File: src/rtl/scarv_cop_pkg.sv
package scarv_cop_pkg;

  localparam int unsigned SCARV_COP_RSP_W = 39;

  typedef struct packed {
    logic [4:0]  rd;
    logic        wen;
    logic [31:0] wdata;
    logic        exception;
  } scarv_cop_rsp_t;

  // Excepting results never write a GPR and carry no data; rd is kept.
  // A write to x0 is dropped by clearing wen.
  function automatic scarv_cop_rsp_t scarv_cop_sanitize(
    input logic [4:0]  rd,
    input logic        wen,
    input logic [31:0] wdata,
    input logic        exc
  );
    scarv_cop_rsp_t r;
    r.rd        = rd;
    r.exception = exc;
    r.wen       = wen && !exc && (rd != 5'd0);
    r.wdata     = exc ? 32'd0 : wdata;
    return r;
  endfunction

endpackage

File: src/rtl/scarv_cop_sync_fifo.sv
module scarv_cop_sync_fifo #(
  parameter int unsigned WIDTH = 39,
  parameter int unsigned DEPTH = 2
) (
  input  logic             g_clk,
  input  logic             g_resetn,
  input  logic             i_push,
  input  logic [WIDTH-1:0] i_wdata,
  input  logic             i_pop,
  output logic [WIDTH-1:0] o_rdata,
  output logic             o_full,
  output logic             o_empty
);

  localparam int unsigned AW = $clog2(DEPTH);

  logic [WIDTH-1:0] r_mem [DEPTH];
  logic [AW:0]      r_wptr;
  logic [AW:0]      r_rptr;
  logic             w_push;
  logic             w_pop;

  assign o_empty = (r_wptr == r_rptr);
  assign o_full  = (r_wptr[AW-1:0] == r_rptr[AW-1:0]) && (r_wptr[AW] != r_rptr[AW]);
  assign w_push  = i_push && !o_full;
  assign w_pop   = i_pop && !o_empty;
  assign o_rdata = r_mem[r_rptr[AW-1:0]];

  always_ff @(posedge g_clk or negedge g_resetn) begin
    if (!g_resetn) begin
      r_wptr <= '0;
      r_rptr <= '0;
      for (int unsigned i = 0; i < DEPTH; i++) begin
        r_mem[i] <= '0;
      end
    end else begin
      if (w_push) begin
        r_mem[r_wptr[AW-1:0]] <= i_wdata;
        r_wptr                <= r_wptr + (AW+1)'(1);
      end
      if (w_pop) begin
        r_rptr <= r_rptr + (AW+1)'(1);
      end
    end
  end

endmodule

File: src/rtl/scarv_cop_rsp_buf.sv
// Optional zero-latency bypass: SCARV_COP_RSP_BYPASS_EN
module scarv_cop_rsp_buf
  import scarv_cop_pkg::*;
#(
  parameter int unsigned DEPTH   = 2,
  parameter int unsigned MAX_OUT = 4
) (
  input  logic                         g_clk,
  input  logic                         g_resetn,
  input  logic                         cpu_issue_valid,
  output logic                         cpu_issue_ready,
  input  logic                         ex_rsp_valid,
  output logic                         ex_rsp_ready,
  input  logic [4:0]                   ex_rsp_rd,
  input  logic                         ex_rsp_wen,
  input  logic [31:0]                  ex_rsp_wdata,
  input  logic                         ex_rsp_exception,
  output logic                         cpu_rsp_valid,
  input  logic                         cpu_rsp_ready,
  output logic [4:0]                   cpu_rsp_rd,
  output logic                         cpu_rsp_wen,
  output logic [31:0]                  cpu_rsp_wdata,
  output logic                         cpu_rsp_exception,
  output logic                         cop_idle,
  output logic [$clog2(MAX_OUT+1)-1:0] outstanding
);

  localparam int unsigned CW = $clog2(MAX_OUT+1);

  scarv_cop_rsp_t              w_in;
  scarv_cop_rsp_t              w_head;
  scarv_cop_rsp_t              w_out;
  logic [SCARV_COP_RSP_W-1:0]  w_head_bits;
  logic                        w_full;
  logic                        w_empty;
  logic                        w_push;
  logic                        w_fifo_pop;
  logic                        w_issue;
  logic                        w_rsp_pop;
  logic [CW-1:0]               r_outstanding;

  assign w_in   = scarv_cop_sanitize(ex_rsp_rd, ex_rsp_wen, ex_rsp_wdata, ex_rsp_exception);
  assign w_head = scarv_cop_rsp_t'(w_head_bits);

  assign ex_rsp_ready = !w_full;

`ifdef SCARV_COP_RSP_BYPASS_EN
  logic w_byp;
  // With an empty FIFO the incoming result is presented directly; it is
  // only written to the FIFO if the core does not take it this cycle.
  assign w_byp         = w_empty && ex_rsp_valid;
  assign cpu_rsp_valid = !w_empty || ex_rsp_valid;
  assign w_out         = w_byp ? w_in : w_head;
  assign w_push        = ex_rsp_valid && ex_rsp_ready && !(w_byp && cpu_rsp_ready);
`else
  assign cpu_rsp_valid = !w_empty;
  assign w_out         = w_head;
  assign w_push        = ex_rsp_valid && ex_rsp_ready;
`endif

  assign w_fifo_pop = cpu_rsp_ready && !w_empty;
  assign w_rsp_pop  = cpu_rsp_valid && cpu_rsp_ready;
  assign w_issue    = cpu_issue_valid && cpu_issue_ready;

  assign cpu_rsp_rd        = w_out.rd;
  assign cpu_rsp_wen       = w_out.wen;
  assign cpu_rsp_wdata     = w_out.wdata;
  assign cpu_rsp_exception = w_out.exception;

  scarv_cop_sync_fifo #(
    .WIDTH (SCARV_COP_RSP_W),
    .DEPTH (DEPTH)
  ) u_fifo (
    .g_clk    (g_clk),
    .g_resetn (g_resetn),
    .i_push   (w_push),
    .i_wdata  (w_in),
    .i_pop    (w_fifo_pop),
    .o_rdata  (w_head_bits),
    .o_full   (w_full),
    .o_empty  (w_empty)
  );

  assign cpu_issue_ready = (r_outstanding != CW'(MAX_OUT));
  assign outstanding     = r_outstanding;
  assign cop_idle        = (r_outstanding == '0) && w_empty;

  // A pop at zero is a protocol error; the count saturates rather than wrapping.
  always_ff @(posedge g_clk or negedge g_resetn) begin
    if (!g_resetn) begin
      r_outstanding <= '0;
    end else if (w_issue && !w_rsp_pop) begin
      r_outstanding <= r_outstanding + CW'(1);
    end else if (!w_issue && w_rsp_pop && (r_outstanding != '0)) begin
      r_outstanding <= r_outstanding - CW'(1);
    end
  end

  a_no_pop_when_zero : assert property (
    @(posedge g_clk) disable iff (!g_resetn) w_rsp_pop |-> (r_outstanding != '0)
  );

endmodule

File: config.mk
export PLATFORM = sky130hd
export DESIGN_NAME = scarv_cop_rsp_buf
export DESIGN_NICKNAME = d
export VERILOG_FILES = /design/src/rtl/scarv_cop_pkg.sv /design/src/rtl/scarv_cop_sync_fifo.sv /design/src/rtl/scarv_cop_rsp_buf.sv
export SDC_FILE = /design/constraint.sdc
export NUM_CORES = 1
export LEC_CHECK = 0
export BUFFER_PORTS_ARGS = -buffer_cell sky130_fd_sc_hd__buf_4
export CORE_MARGIN = 3
export CORE_UTILIZATION = 40
export DETAILED_ROUTE_END_ITERATION = 10
export REMOVE_ABC_BUFFERS = 1
export SLEW_MARGIN = 0
export SYNTH_ARGS = -nofsm -noshare
export SYNTH_HDL_FRONTEND = slang
export SYNTH_SLANG_ARGS = --single-unit
File: constraint.sdc
create_clock -name g_clk -period 4.1 [get_ports g_clk]
set_clock_uncertainty 0.2 [all_clocks]
set_input_delay 0.41 -clock g_clk [delete_from_list [all_inputs] [get_ports g_clk]]
set_output_delay 0.41 -clock g_clk [all_outputs]
set_load 0.01 [all_outputs]
After elaboration in Yosys (flattened, before gate mapping)
Index checks and enable logic that the tools add are counted.

word-level totals
  bits in registers = 85
  bits of input ports = 44
  output and inout port bits = 46
  word-level logic and storage cells = 49

cells by class
  add/sub/neg operators = 4
  magnitude comparators = 3
  equality and inequality tests = 4
  multiplexer cells = 9
  bitwise operators = 2
  reduce and logical (&&, ||, !) cells = 22

operators with widths
  cell                                                                          number
  39-bit two-way mux                                                            4
  78-bit bitwise mux                                                            1
  39-bit demux with 1-bit select                                                1
  32-bit two-way mux                                                            1
  1-bit logical AND                                                             13
  3-bit two-way mux                                                             2
  1-bit zero test                                                               5
  5-bit nonzero test                                                            1
  2-bit by 1-bit adder with 2-bit output, second input constant                 2
  2-bit >= comparator, second input constant                                    2
  1-bit NOT with 2-bit output                                                   2
  3-bit by 1-bit adder with 3-bit output, second input constant                 1
  3-bit zero test                                                               1
  3-bit != test, second input constant                                          1
  3-bit nonzero test                                                            1
  3-bit by 1-bit subtractor with 3-bit output, second input constant            1
  2-bit equality test                                                           1
  2-bit by 1-bit less-than comparator with 1-bit output, second input constant  1
  2-bit nonzero test                                                            1
  1-bit equality test                                                           1
  1-bit != test                                                                 1

Logic depth before layout (Yosys ltp)
  depth after elaboration = 7
  mapped depth = 9
  depth with buffers taken out = 7

Cells and area by module
Synthesis repeated with hierarchy kept, for this count alone.

second synthesis, totals
  cells, all modules = 307
  area, all modules = 4174.0 µm²

modules (own cells, without submodules)
  module               instances  cells an instance  area each (µm²)  seq. area each (µm²)
  scarv_cop_sync_fifo  1          236                3657.3           2052.0
  scarv_cop_rsp_buf    1          71                 516.7            75.1

Worst setup path before layout
Ideal clock, no wire load.

  path type = reg-to-reg
  from = register u_fifo.r_rptr[0]
  to = register r_outstanding[2], in the netlist outstanding[2]
  setup time = 134 ps
  arrival = 2075 ps
  required time = 3766 ps
  slack = 1691 ps
  cell stages (with the launch flop) = 10
  path buffers = 2
  period minus slack after synthesis = 2409 ps
  cells stage by stage = dfrtp_1 buf_4 xnor2_1 a21bo_1 buf_6 nand3_1 fa_1 or3_4 a21boi_1 a211oi_2

between the ends
  cells in the longest elaborated chain, start to end = 6
  elaborated cells between the ends (all ways) = 9
  those cells by class = eq/ne: 1; mux: 1; reduce/logical: 7

RTL lines
  item                                                     line                                              source
  start: declaration                                       scarv_cop_sync_fifo.sv:19                         logic [AW:0] r_rptr;
  start signal: assignment                                 scarv_cop_sync_fifo.sv:42                         r_rptr <= r_rptr + (AW+1)'(1);
  2-bit equality test *                                    scarv_cop_sync_fifo.sv:23                         assign o_empty = (r_wptr == r_rptr);
  1-bit zero test *                                        scarv_cop_rsp_buf.sv:56                           assign cpu_rsp_valid = !w_empty;
  1-bit logical AND *                                      scarv_cop_rsp_buf.sv:62                           assign w_rsp_pop = cpu_rsp_valid && cpu_rsp_ready;
  1-bit zero test or 1-bit logical AND (tied branches)     scarv_cop_rsp_buf.sv:92, scarv_cop_rsp_buf.sv:94
  1-bit logical AND, on equally long branches              scarv_cop_rsp_buf.sv:92, scarv_cop_rsp_buf.sv:94
  3-bit two-way mux or 2-bit nonzero test (tied branches)  -
  end signal: assignment                                   scarv_cop_rsp_buf.sv:93                           r_outstanding <= r_outstanding + CW'(1);
  end signal: assignment                                   scarv_cop_rsp_buf.sv:95                           r_outstanding <= r_outstanding - CW'(1);
  end: declaration                                         scarv_cop_rsp_buf.sv:40                           logic [CW-1:0] r_outstanding;

Every way passes the cells marked *; elsewhere a longest branch is shown, timed or not.
A chain may end at the register's enable or synchronous reset.

Worst setup path after layout
  from = register u_fifo.r_rptr[1]
  to = register r_outstanding[2], in the netlist outstanding[2]

The elaborated chain is that of the path after synthesis.

==> flow_summary.toml <==
[status]
status = "complete, no violations"

[worst_setup_path]
r2r_start = "u_fifo.r_rptr[1]"
r2r-end = "outstanding[2]"
rrSetupSlack_ns = 1.45
end_kind = "flop"
cp-start-kind = "flop"
reg2regPathDepth = 7
required_ns = 4.12
worstPathArrival_ns = 2.67
critical_path_class = "reg2reg"
path_max_fanout = 10

[routing]
drc = 0
antenna_left = 0
vias = 2777
drt-initial-drc-count = 57
drt-total-wl_mm = 8.35
wire_per_inst_um = 14.4
avgViaCountPerCell = 4.77
drt_first_pass_iters = 6

[place]
gp_congestion = 0.732
port_buffers = 89
dpl.hpwl_mm = 5.47

[clock_network]
cts_root_buffer = "clkbuf_8"
cts.clk_slew.worst_paths_ns = 0.08
cts.sinks = 85
clk_latency_ns = 0.34
cts_tree = "yes"
cts_buffers = 9
cts.path.max_buffers = 2
h-tree-depth = 3
postCtsSetupRepairBufs = 0

[logic_synthesis]
synth_seq_area_share_pct = 54.9
synth_seq_cells = 85
yosys_warnings = 0
syn_inst = 366
syn_area_mm2 = 0.00387
synth.distinct_cells = 27
postSynthAreaPerCell_um2 = 10.6

[final_layout]
multiInputGateArea_mm2 = 0.00165
regArea_mm2 = 0.00213
drive_gt1_share_pct = 36.6
fill_cells = 882
fin_nets = 493
area_growth_pct = 25.4
antenna_cells = 0

[floorplanning]
die_y_um = 104
rows = 35
core-area_mm2 = 0.00933
die_w_um = 104
start_util_pct = 41.5
ioPinCount = 90
die_area_mm2 = 0.0109

[global_routing]
grt_max_degree = 53
grt_usage_pct = 15.7
grt-ovfl-total = 0
grt_antenna_before_repair = 0
grt_pass1_wl_mm = 13.9
grt_pass1_vias = 2792

[sta]
hold_viol = 0
setup-tns-final_ns = 0
setup_viol = 0
worst_hold_slack_ns = 0.112
finalMaxSlewViolations = 0
fmax_mhz = 378
fin_crit_ns = 2.65
rsz0062_at_grt = "no"
max_slew_margin_pct = 51.2
finalCritPeriodShare_pct = 64.6
worstMarginPinSlew_ns = 0.732

[hold_path]
hold_depth = 2
holdPathEnd = "u_fifo.r_mem[73]"
hold_path_startpoint = "ex_rsp_rd[0]"
hp-class = "in2reg"

[power]
vdd_ir_drop_max_uv = 282
p_per_area_mw_per_mm2 = 760
power.leakage_nw = 2.27

[job]
cap_violations = 0
## sequential cells by signal, indices dropped and copies added (netlist names)
register / cells
u_fifo.r_mem: 78
u_fifo.r_wptr: 2
outstanding: 3
u_fifo.r_rptr: 2
## power breakdown
| part | internal, mW | switching, mW |
|---|---|---|
| combinational | 0.881 | 0.864 |
| clock | 0.253 | 0.298 |
| sequential | 1.19 | 0.200 |
## how the worst max path moves through the flow
stage                                start              to  slack [ns]
after floorplan           u_fifo.r_rptr[0]  outstanding[2]        0.90
after global placement    u_fifo.r_rptr[1]  outstanding[2]        1.52
after detailed placement  u_fifo.r_rptr[1]  outstanding[2]        1.45
after CTS                 u_fifo.r_rptr[1]  outstanding[2]        1.44
after global routing      u_fifo.r_rptr[1]  outstanding[2]        1.30
final                     u_fifo.r_rptr[1]  outstanding[2]        1.45
## metrics by stage
| stage | std cells | setup WS (ns) | area [um2] | total power [mW] | util, % |
|---|---|---|---|---|---|
| floorplan | 342 | 0.898 | 3770 | 2.42 | - |
| global placement | 565 | 1.52 | 4660 | 3.15 | 50.0 |
| detailed placement | 565 | 1.45 | 4660 | 3.19 | 50.0 |
| CTS | 582 | 1.44 | 4860 | 3.76 | 52.1 |
| global route | 582 | 1.30 | 4860 | 4.00 | 52.1 |
| finish | 582 | 1.45 | 4860 | 3.69 | 52.1 |
## layout make-up
| cell class | count | area share [%] |
|---|---|---|
| Timing Repair Buffer | 95 | 15.0 |
| Clock inverter | 5 | 0.696 |
| Multi-Input combinational cell | 257 | 34.1 |
| Clock buffer | 11 | 3.12 |
| Tap cell | 129 | 3.32 |
| Sequential cell | 85 | 43.8 |
## per-layer routing
layer	global-route usage [%]	vias to the layer above	share of wire [%]	routed length, um
li1	-	1404	-	-
met1	21.1	1311	47	3930
met2	25.4	53	48	4000
met3	2.73	9	3.6	303
met4	6.27	0	1.5	124
met5	0	-	0	0
## cells in the mapped netlist
master     instances  share of area [%]
dfrtp_1           85                 55
nand2_1           76                7.4
o21ai_0           69                8.9
mux2_2            51                 15
nand2b_1          33                5.3
clkbuf_1          19                1.8
xnor2_1            5                1.1
buf_2              3               0.39
nand3_1            3               0.39
xor2_1             3               0.68
nor2b_1            2               0.32
nor4_1             2               0.32
a211oi_2           1               0.32
a21bo_1            1               0.26
a21boi_1           1               0.19
a31oi_1            1               0.16
buf_4              1               0.19
buf_6              1               0.29
fa_1               1               0.52
nand4_1            1               0.16
nand4b_1           1               0.23
nor2_1             1              0.097
o2111ai_1          1               0.23
o21ai_2            1               0.23
o221ai_1           1               0.23
or3_4              1               0.29
or4_1              1               0.19
## repair_timing
action | 4_1_cts | 5_1_grt
gates resized for setup | 0 | 0
setup endpoints to repair | 0 | 0
endpoints found under the hold margin | 46 | 0
hold buffers | 1 | 0
## worst max-delay path, cell delays in order, from the launching register on
cell and delay (ns):
dfrtp_1 0.42, xnor2_1 0.37, a21bo_1 0.36, nand3_1 0.14, fa_1 0.43, or3_4 0.39, a21boi_1 0.16, a211oi_2 0.06
## layout by cell type, fill, tap and decap left out, types with 3 or more instances in the layout
cell / instances
buf_4: 93
dfrtp_1: 84
nand2_1: 76
o21ai_0: 69
mux2_2: 51
nand2b_1: 33
clkbuf_8: 11
xnor2_1: 5
xor2_1: 3
## kinds of logic after synthesis
| group | Yosys count | share of synthesized area [%] |
|---|---|---|
| DFF | 85 | 54.9 |
| muxes | 51 | 14.8 |
| xor gates and xnor gates | 8 | 1.81 |
| buffers and inverters | 24 | 2.71 |
| and+or+nand+nor | 121 | 14.7 |
| adders and majority gates | 1 | 0.517 |
| AOI/OAI and AO/OA | 76 | 10.5 |
Power figures use the tool's default switching activity.
